`src/rtl/uart_word_tx.sv`:
```
// 128-bit word to 8N1 UART serializer, MSB byte first, one active plus one pending word; line/busy lag state by one cycle.
// Latency: start bit appears two edges after an idle strobe. Backpressure: a strobe with both slots full is discarded and flagged on dropped.
module uart_word_tx #(
   parameter int CLKS_PER_BIT = 868
) (
   input  logic         clock,
   input  logic         reset,
   input  logic [127:0] tx_data,
   input  logic         tx_wr_out,
   output logic         UART_TX,
   output logic         busy,
   output logic         dropped
);

   localparam int CW = (CLKS_PER_BIT > 1) ? $clog2(CLKS_PER_BIT) : 1;

   typedef enum logic [1:0] {IDLE, START, DATA, STOP} state_t;

   state_t         state, state_nxt;
   logic [CW-1:0]  baud_cnt;
   logic [2:0]     bit_idx;
   logic [3:0]     byte_idx;
   logic [127:0]   shift_word;
   logic [127:0]   pend_word;
   logic           pend_valid;

   logic           baud_wrap;
   logic           last_wrap;
   logic           load_new;
   logic           load_pend;
   logic           pend_set;
   logic           pend_clr;
   logic           drop;
   logic           line_nxt;
   logic [7:0]     cur_byte;

   assign baud_wrap = (baud_cnt == CW'(CLKS_PER_BIT - 1));
   assign last_wrap = (state == STOP) && baud_wrap && (byte_idx == 4'd15);
   // 15 - byte_idx == ~byte_idx, so this selects shift_word[127-8*byte_idx -: 8]
   assign cur_byte  = shift_word[{~byte_idx, 3'b000} +: 8];

   always_comb begin
      state_nxt = state;
      load_new  = 1'b0;
      load_pend = 1'b0;
      pend_set  = 1'b0;
      pend_clr  = 1'b0;
      drop      = 1'b0;
      line_nxt  = 1'b1;
      case (state)
         IDLE: begin
            if (tx_wr_out) begin
               load_new  = 1'b1;
               state_nxt = START;
            end
         end
         START: begin
            line_nxt = 1'b0;
            if (baud_wrap) state_nxt = DATA;
         end
         DATA: begin
            line_nxt = cur_byte[bit_idx];
            if (baud_wrap && bit_idx == 3'd7) state_nxt = STOP;
         end
         STOP: begin
            if (baud_wrap) begin
               if (byte_idx != 4'd15) begin
                  state_nxt = START;
               end else if (pend_valid) begin
                  load_pend = 1'b1;
                  state_nxt = START;
               end else if (tx_wr_out) begin
                  load_new  = 1'b1;
                  state_nxt = START;
               end else begin
                  state_nxt = IDLE;
               end
            end
         end
         default: state_nxt = IDLE;
      endcase

      // the final stop-bit wrap frees the pending slot in the same cycle
      if (tx_wr_out && state != IDLE) begin
         if (!pend_valid) begin
            if (!load_new) pend_set = 1'b1;
         end else if (last_wrap) begin
            pend_set = 1'b1;
         end else begin
            drop = 1'b1;
         end
      end
      if (load_pend && !tx_wr_out) pend_clr = 1'b1;
   end

   always_ff @(posedge clock) begin
      if (reset) begin
         state      <= IDLE;
         baud_cnt   <= '0;
         bit_idx    <= '0;
         byte_idx   <= '0;
         pend_valid <= 1'b0;
         dropped    <= 1'b0;
         UART_TX    <= 1'b1;
         busy       <= 1'b0;
      end else begin
         state   <= state_nxt;
         dropped <= drop;
         UART_TX <= line_nxt;
         busy    <= (state != IDLE) | pend_valid;

         if (state == IDLE || baud_wrap) baud_cnt <= '0;
         else                            baud_cnt <= baud_cnt + CW'(1);

         if (state == START && baud_wrap)     bit_idx <= '0;
         else if (state == DATA && baud_wrap) bit_idx <= bit_idx + 3'd1;

         if (load_new || load_pend)           byte_idx <= '0;
         else if (state == STOP && baud_wrap) byte_idx <= byte_idx + 4'd1;

         if (pend_set)      pend_valid <= 1'b1;
         else if (pend_clr) pend_valid <= 1'b0;
      end
   end

   always_ff @(posedge clock) begin
      if (load_new)       shift_word <= tx_data;
      else if (load_pend) shift_word <= pend_word;
      if (pend_set)       pend_word  <= tx_data;
   end

endmodule

```
`config.mk`:
```
export PLATFORM = sky130hd
export DESIGN_NAME = uart_word_tx
export DESIGN_NICKNAME = d
export VERILOG_FILES = /design/src/rtl/uart_word_tx.sv
export SDC_FILE = /design/constraint.sdc
export NUM_CORES = 1
export LEC_CHECK = 0
export ABC_AREA = 0
export BUFFER_PORTS_ARGS = -buffer_cell sky130_fd_sc_hd__buf_2
export CORE_MARGIN = 1.5
export CORE_UTILIZATION = 60
export DETAILED_ROUTE_END_ITERATION = 8
export GPL_TIMING_DRIVEN = 0
export PLACE_DENSITY = 0.78
export SLEW_MARGIN = 20
export SYNTH_ARGS = -nofsm -noshare
export SYNTH_HDL_FRONTEND = slang
export SYNTH_SLANG_ARGS = --single-unit
```
`constraint.sdc`:
```
create_clock -name clock -period 28 [get_ports clock]
set_clock_uncertainty 0.05 [all_clocks]
set_input_delay 1.4 -clock clock [delete_from_list [all_inputs] [get_ports clock]]
set_output_delay 1.4 -clock clock [all_outputs]
set_load 0.05 [all_outputs]
```
Yosys cells after proc, flatten, opt, wreduce, memory -nomap -nowiden
Cells that the tools add are included.
{ "totals": {"mem_bits_rw": 0, "memories": 0, "ff_bits": 279, "latchBits": 0, "romBits": 0, "output_inout_bits": 3, "inputBits": 131} }
{ "classes": {"bitwise_logic": 4, "n_shift": 1, "reduce_logical": 19, "n_lt_le_gt_ge": 1, "addsub": 3, "mux": 30, "n_mul": 0, "n_eq_ne": 11, "n_div": 0} }
{ "ops": {"columns": ["cell", "n"], "rows": [
  ["128-bit two-way mux", 2],
  ["128-bit by 8-bit variable part select with 8-bit output", 1],
  ["1-bit two-way mux", 20],
  ["10-bit by 1-bit adder with 10-bit output, second input constant", 1],
  ["10-bit == test, second input constant", 1],
  ["2-bit two-way mux", 4],
  ["2-bit != test, second input constant", 4],
  ["2-bit case mux with 4 select lines", 1],
  ["1-bit logical AND", 7],
  ["2-bit nonzero test", 3],
  ["2-bit OR reduction", 3],
  ["4-bit by 1-bit adder with 4-bit output, second input constant", 1],
  ["2-bit == test, second input constant", 2],
  ["4-bit == test, second input constant", 1],
  ["3-bit by 4-bit less-than comparator with 1-bit output, second input constant", 1],
  ["4-bit != test, second input constant", 1],
  ["4-bit inverter", 1],
  ["1-bit case mux with 2 select lines", 2],
  ["4-bit AND reduction", 1],
  ["3-bit by 1-bit adder with 3-bit output, second input constant", 1],
  ["1-bit binary-select mux with 3-bit select", 1],
  ["3-bit == test, second input constant", 1],
  ["3-bit OR reduction", 1],
  ["2-bit by 1-bit == test with 1-bit output, second input constant", 1],
  ["other kinds (5)", 7]
]} }

Logic depth before layout (Yosys ltp)
{ "logic_depth": {"word_depth": 9, "depth_mapped": 8, "mapped_depth_nobuf": 7} }

Worst setup path before layout
OpenSTA, ideal clock, no wires.
{ "synth_path": {"path_kind": "input-to-reg", "startpoint": "in tx_wr_out", "endpoint": "reg pend_word[0], enable pin", "path_slack_ns": 16.443, "required_time_ns": 27.153, "path_stages": 2, "t_arrival_ns": 10.710, "cell_sequence": "nand2b_1 > nor3b_1"} }
{ "synth_between": {"elab_chain_cells": 8, "elab_cells_between_ends": 9} }
{ "synth_lines": {"columns": ["item", "line", "rtl"], "rows": [
  ["start: declaration", "9", "input logic tx_wr_out,"],
  ["1-bit two-way mux", "52, 72", null],
  ["1-bit two-way mux", "69", "end else if (pend_valid) begin"],
  ["1-bit two-way mux", "67", "if (byte_idx != 4'd15) begin"],
  ["1-bit two-way mux", "66", "if (baud_wrap) begin"],
  ["1-bit case mux with 2 select lines", "50", "case (state)"],
  ["1-bit two-way mux", "86", "if (!load_new) pend_set = 1'b1;"],
  ["1-bit two-way mux", "85", "if (!pend_valid) begin"],
  ["1-bit two-way mux (*)", "84", "if (tx_wr_out && state != IDLE) begin"],
  ["via pend_set", "31", "logic pend_set;"],
  ["end signal: assignment", "129", "if (pend_set) pend_word <= tx_data;"],
  ["end: declaration", "24", "logic [127:0] pend_word;"]
]} }
Mark *: on every way through the listed nets, which the timed path passes. The rest lies on a longest branch.
A chain may end at the register's enable or synchronous reset.

Worst setup path in the final report
{ "layout_path": {"startpoint": "reg state[1]", "endpoint": "reg pend_word[54], enable pin"} }
{ "layout_between": {"elab_chain_cells": 6, "elab_cells_between_ends": 11} }
{ "layout_lines": {"columns": ["item", "line", "rtl"], "rows": [
  ["start: declaration", "19", "state_t state, state_nxt;"],
  ["start signal: assignment", "107", "state <= state_nxt;"],
  ["parallel branches: the longest is 5 deep, another holds 2-bit == test", null, null],
  ["1-bit two-way mux (*)", "84", null],
  ["via pend_set", "31", null]
]} }
Mark *: on every way through the listed nets, which the timed path passes.

==> results <==
- The flow ran to the end, and the final reports show no timing, DRC or antenna violations.
- After legalization and detailed placement, the total HPWL measured 17.36 mm.
- The wire length after detailed routing is 24.84 mm.
- The first-pass GRT wire length is 37.62 mm.
- Synthesis handed over a netlist of 627 instances.
- The count of endpoints failing hold in the final timing report came to 0.
- The data arrival time of the critical path is 3450 ps.
- The core outline area is 19530 µm².
- The most instantiated flip-flop cell in the synthesis netlist is edfxtp_1.
- The number of failing setup endpoints in the final timing report is 0.
- For this design the ratio of total power to cell area is 104.9 nW/µm².
- For this run, the post-layout net count is 950.
- The floorplan step set the die height to 144.2 µm.
- In the final timing run, aggregate negative setup slack is 0 ps.
- The layout filler cell count is 1218.
- The min-delay analysis places its worst path in the category flop to flop.
- The maximum clock rate is 0.3071 GHz.
- The number of DRC violations after detailed routing is 0.
- The TritonCTS clock tree is built.
- In this run the cell area measured after placement is 13260 µm².
- The starting density of the core is 61.26%.
- Ranked by instance count, the synthesized netlist is headed by edfxtp_1 (256), mux2_4 (109), mux2_2 (31).
- The power consumption is 0.001482 W.
- The finished cells cover 14130 µm².
- The number of buffers inserted by hold repair at cts is 0.
- The number of antenna violations at the first check in global routing is 0.
- The floorplan step set the die width to 144.2 µm.
- The worst-case headroom to the max-slew limit is 51.40%.
- The type of origin of the critical path is a flop.
- The number of global-route vias before repair is 6678.
- The final period utilization is 11.63%.
- The smallest clock period supported by the final layout is computed as 3256 ps.
- The count of flip-flops with a built-in enable after synthesis is 256.
- Once the clock tree was built, the setup fixing pass inserted 0 buffers.
- The kind of critical path is flop to flop.
- The buffer type at the clock tree root is clkbuf_16.
- The mapped cell area is 11960 µm².
- Setup repair after global routing left no endpoint under its margin.
- The finished layout holds 1097 standard cells, fillers aside.
- The required time reported for the critical path endpoint is 28200 ps.
- The CTS sink count is 279.
- In this run the core area contains 51 standard-cell rows.
- The later pin in the worst-skew pair is clocked with a latency of 550 ps.
- The highest net fanout along the worst path is 11.
- The synthesis-to-finish area growth is 18.13%.
- Across all hold checks on the routed design, the worst slack comes to 428.7 ps.
- Entering global routing, the biggest net connects 23 pins.
- The die area is 20790 µm².
- Summed over all cells, the static leakage comes to 5.389 nW.
- The number of resized instances in the post-cts repair step is 0.
- The count of yosys warnings during synthesis is 0.
- The placer's final routability congestion estimate is 0.9397.
- Dividing the detail-routed wire length by the instance count gives 22.64 µm.
- After synthesis, flip-flops and latches occupy 68.11% of the total area.
- The CTS buffer count is 28.
- The count of distinct cell types in the synthesized netlist is 49.
- The share of Yosys cell area claimed by the top area cell type is 64.26%.
- The number of slew-limit violations in the final report was 0.
- The most common cell in the synthesized netlist is edfxtp_1.
- The overflow left after global routing is 0.
- Across the run, the number of max-cap violations was 0.
- The worst-case IR drop observed on VDD is 68.61 µV.
- In this run the number of H-tree levels came out at 1.
- After the first detailed-routing iteration, the DRC count stood at 465.
- No sink is reached through more buffers than the 3 on the longest clock path.
- Input and output buffers added on the ports amount to 133.
- After synthesis, the share of flip-flops with an asynchronous set or reset is 0%.
- The via count of the routed design is 6413.
- The clock slew at the register clock pins of the worst setup and hold paths is 60 ps.
- The first TritonRoute pass finished after 5 iterations.
- The count of nets left with antenna violations after detail routing is 0.
- Each instance of the synthesized netlist takes up on average 19.08 µm².
- For this design the top-level I/O count stands at 134.
- After synthesis the netlist holds a flip-flop and latch count of 279.
- Using the TritonRoute via totals, the vias-per-cell ratio works out to 5.846.
- The worst setup path is captured at a flop.
- The combined global-route utilization of all metal layers is 24.53%.
- The number of placed instances, taps included, is 1045.
- Of the cells placed in the final design, the portion with a size suffix greater than 1 is 46.88%.
- The cell type contributing the most total cell area after synthesis is edfxtp_1.
- The slew at the pin closest to its max-slew limit is 726.2 ps.
- The repair_antennas step left the layout with diodes totalling 0.
- By area the synthesized netlist is led by edfxtp_1 (64%), mux2_4 (14%), mux4_2 (4.9%).
- The net count of the mapped netlist is 767.
## power breakdown
group          internal (W)  total, W  switching [W]
Combinational      0.000236  0.000456       0.000220
Sequential         0.000637  0.000672      0.0000352
Clock              0.000201  0.000354       0.000153
## cells in the final DEF (no fill, tap or decap), drive strengths merged, types with 6 or more instances in the layout
cell type  count
clkinv        13
xor2           7
a22oi          8
nand3         11
buf          176
nor2          23
ha             9
mux2         140
edfxtp       256
nand4          6
clkbuf        42
mux4          26
dfxtp         23
inv            8
nand2         17
mux2i          8
## worst paths after layout
path	from	cells after the start	slack [ps]	to
max	state[1]$_SDFFE_PP0P_	10	24740	pend_word[54]$_DFFE_PP_
min	baud_cnt[0]$_SDFF_PP0_	1	430	baud_cnt[0]$_SDFF_PP0_
max reg2reg	state[1]$_SDFFE_PP0P_	10	24740	pend_word[54]$_DFFE_PP_
min reg2reg	baud_cnt[0]$_SDFF_PP0_	1	430	baud_cnt[0]$_SDFF_PP0_
## critical path, stage by stage (launching register included)
cell     delay (ps)
dfxtp_1         410
ha_1            290
and4_1          280
nand4_4         180
nand2_1         150
nor3b_2         550
buf_4           290
buf_6           180
buf_4           210
buf_6           170
buf_4           200
## layout make-up
class                           instances  area [µm²]  share of cell area [%]
Tap cell                              265       331.6                   2.346
Timing Repair Buffer                  153       950.9                   6.729
Sequential cell                       279        8148                   57.66
Clock inverter                         14       101.3                  0.7172
Buffer                                 27       227.7                   1.611
Inverter                                8       30.03                  0.2125
Clock buffer                           38       768.2                   5.436
Multi-Input combinational cell        313        3573                   25.29
## cells by family (layout without fill, tap and decap cells)
logic type	after synthesis	in the layout	synth area share (%)
AOI/OAI and AO/OA	34	34	1.998
xor gates and xnor gates	11	11	0.8053
adders and majority gates	9	9	0.9413
buffers and inverters	35	240	2.154
DFF	279	279	68.11
muxes	174	174	22.16
and+or+nand+nor	85	85	3.828
## routing by layer
| layer | vias to the layer above | GRT usage, % | share of wire (%) |
|---|---|---|---|
| met3 | 49 | 3.642 | 5.4 |
| met4 | 0 | 7.602 | 2.8 |
| met1 | 3258 | 33.01 | 41 |
| met2 | 240 | 41.70 | 50 |
| met5 | - | 0 | 0 |
| li1 | 2866 | - | - |
## sequential cells by signal, indices dropped and copies added, names as in the netlist
register    count
UART_TX         1
dropped         1
shift_word    128
pend_valid      1
baud_cnt       10
busy            1
pend_word     128
state           2
bit_idx         3
byte_idx        4
## metrics by stage
stage / setup WS [ps] / util (%)
final: 24740 / 72.37
after CTS: 24770 / 72.37
after detailed placement: 24450 / 67.92
after global routing: 24600 / 72.37
after global placement: 12280 / 66.37
after floorplan: 16440 / -
No activity file was read; power rests on OpenSTA's default activity.
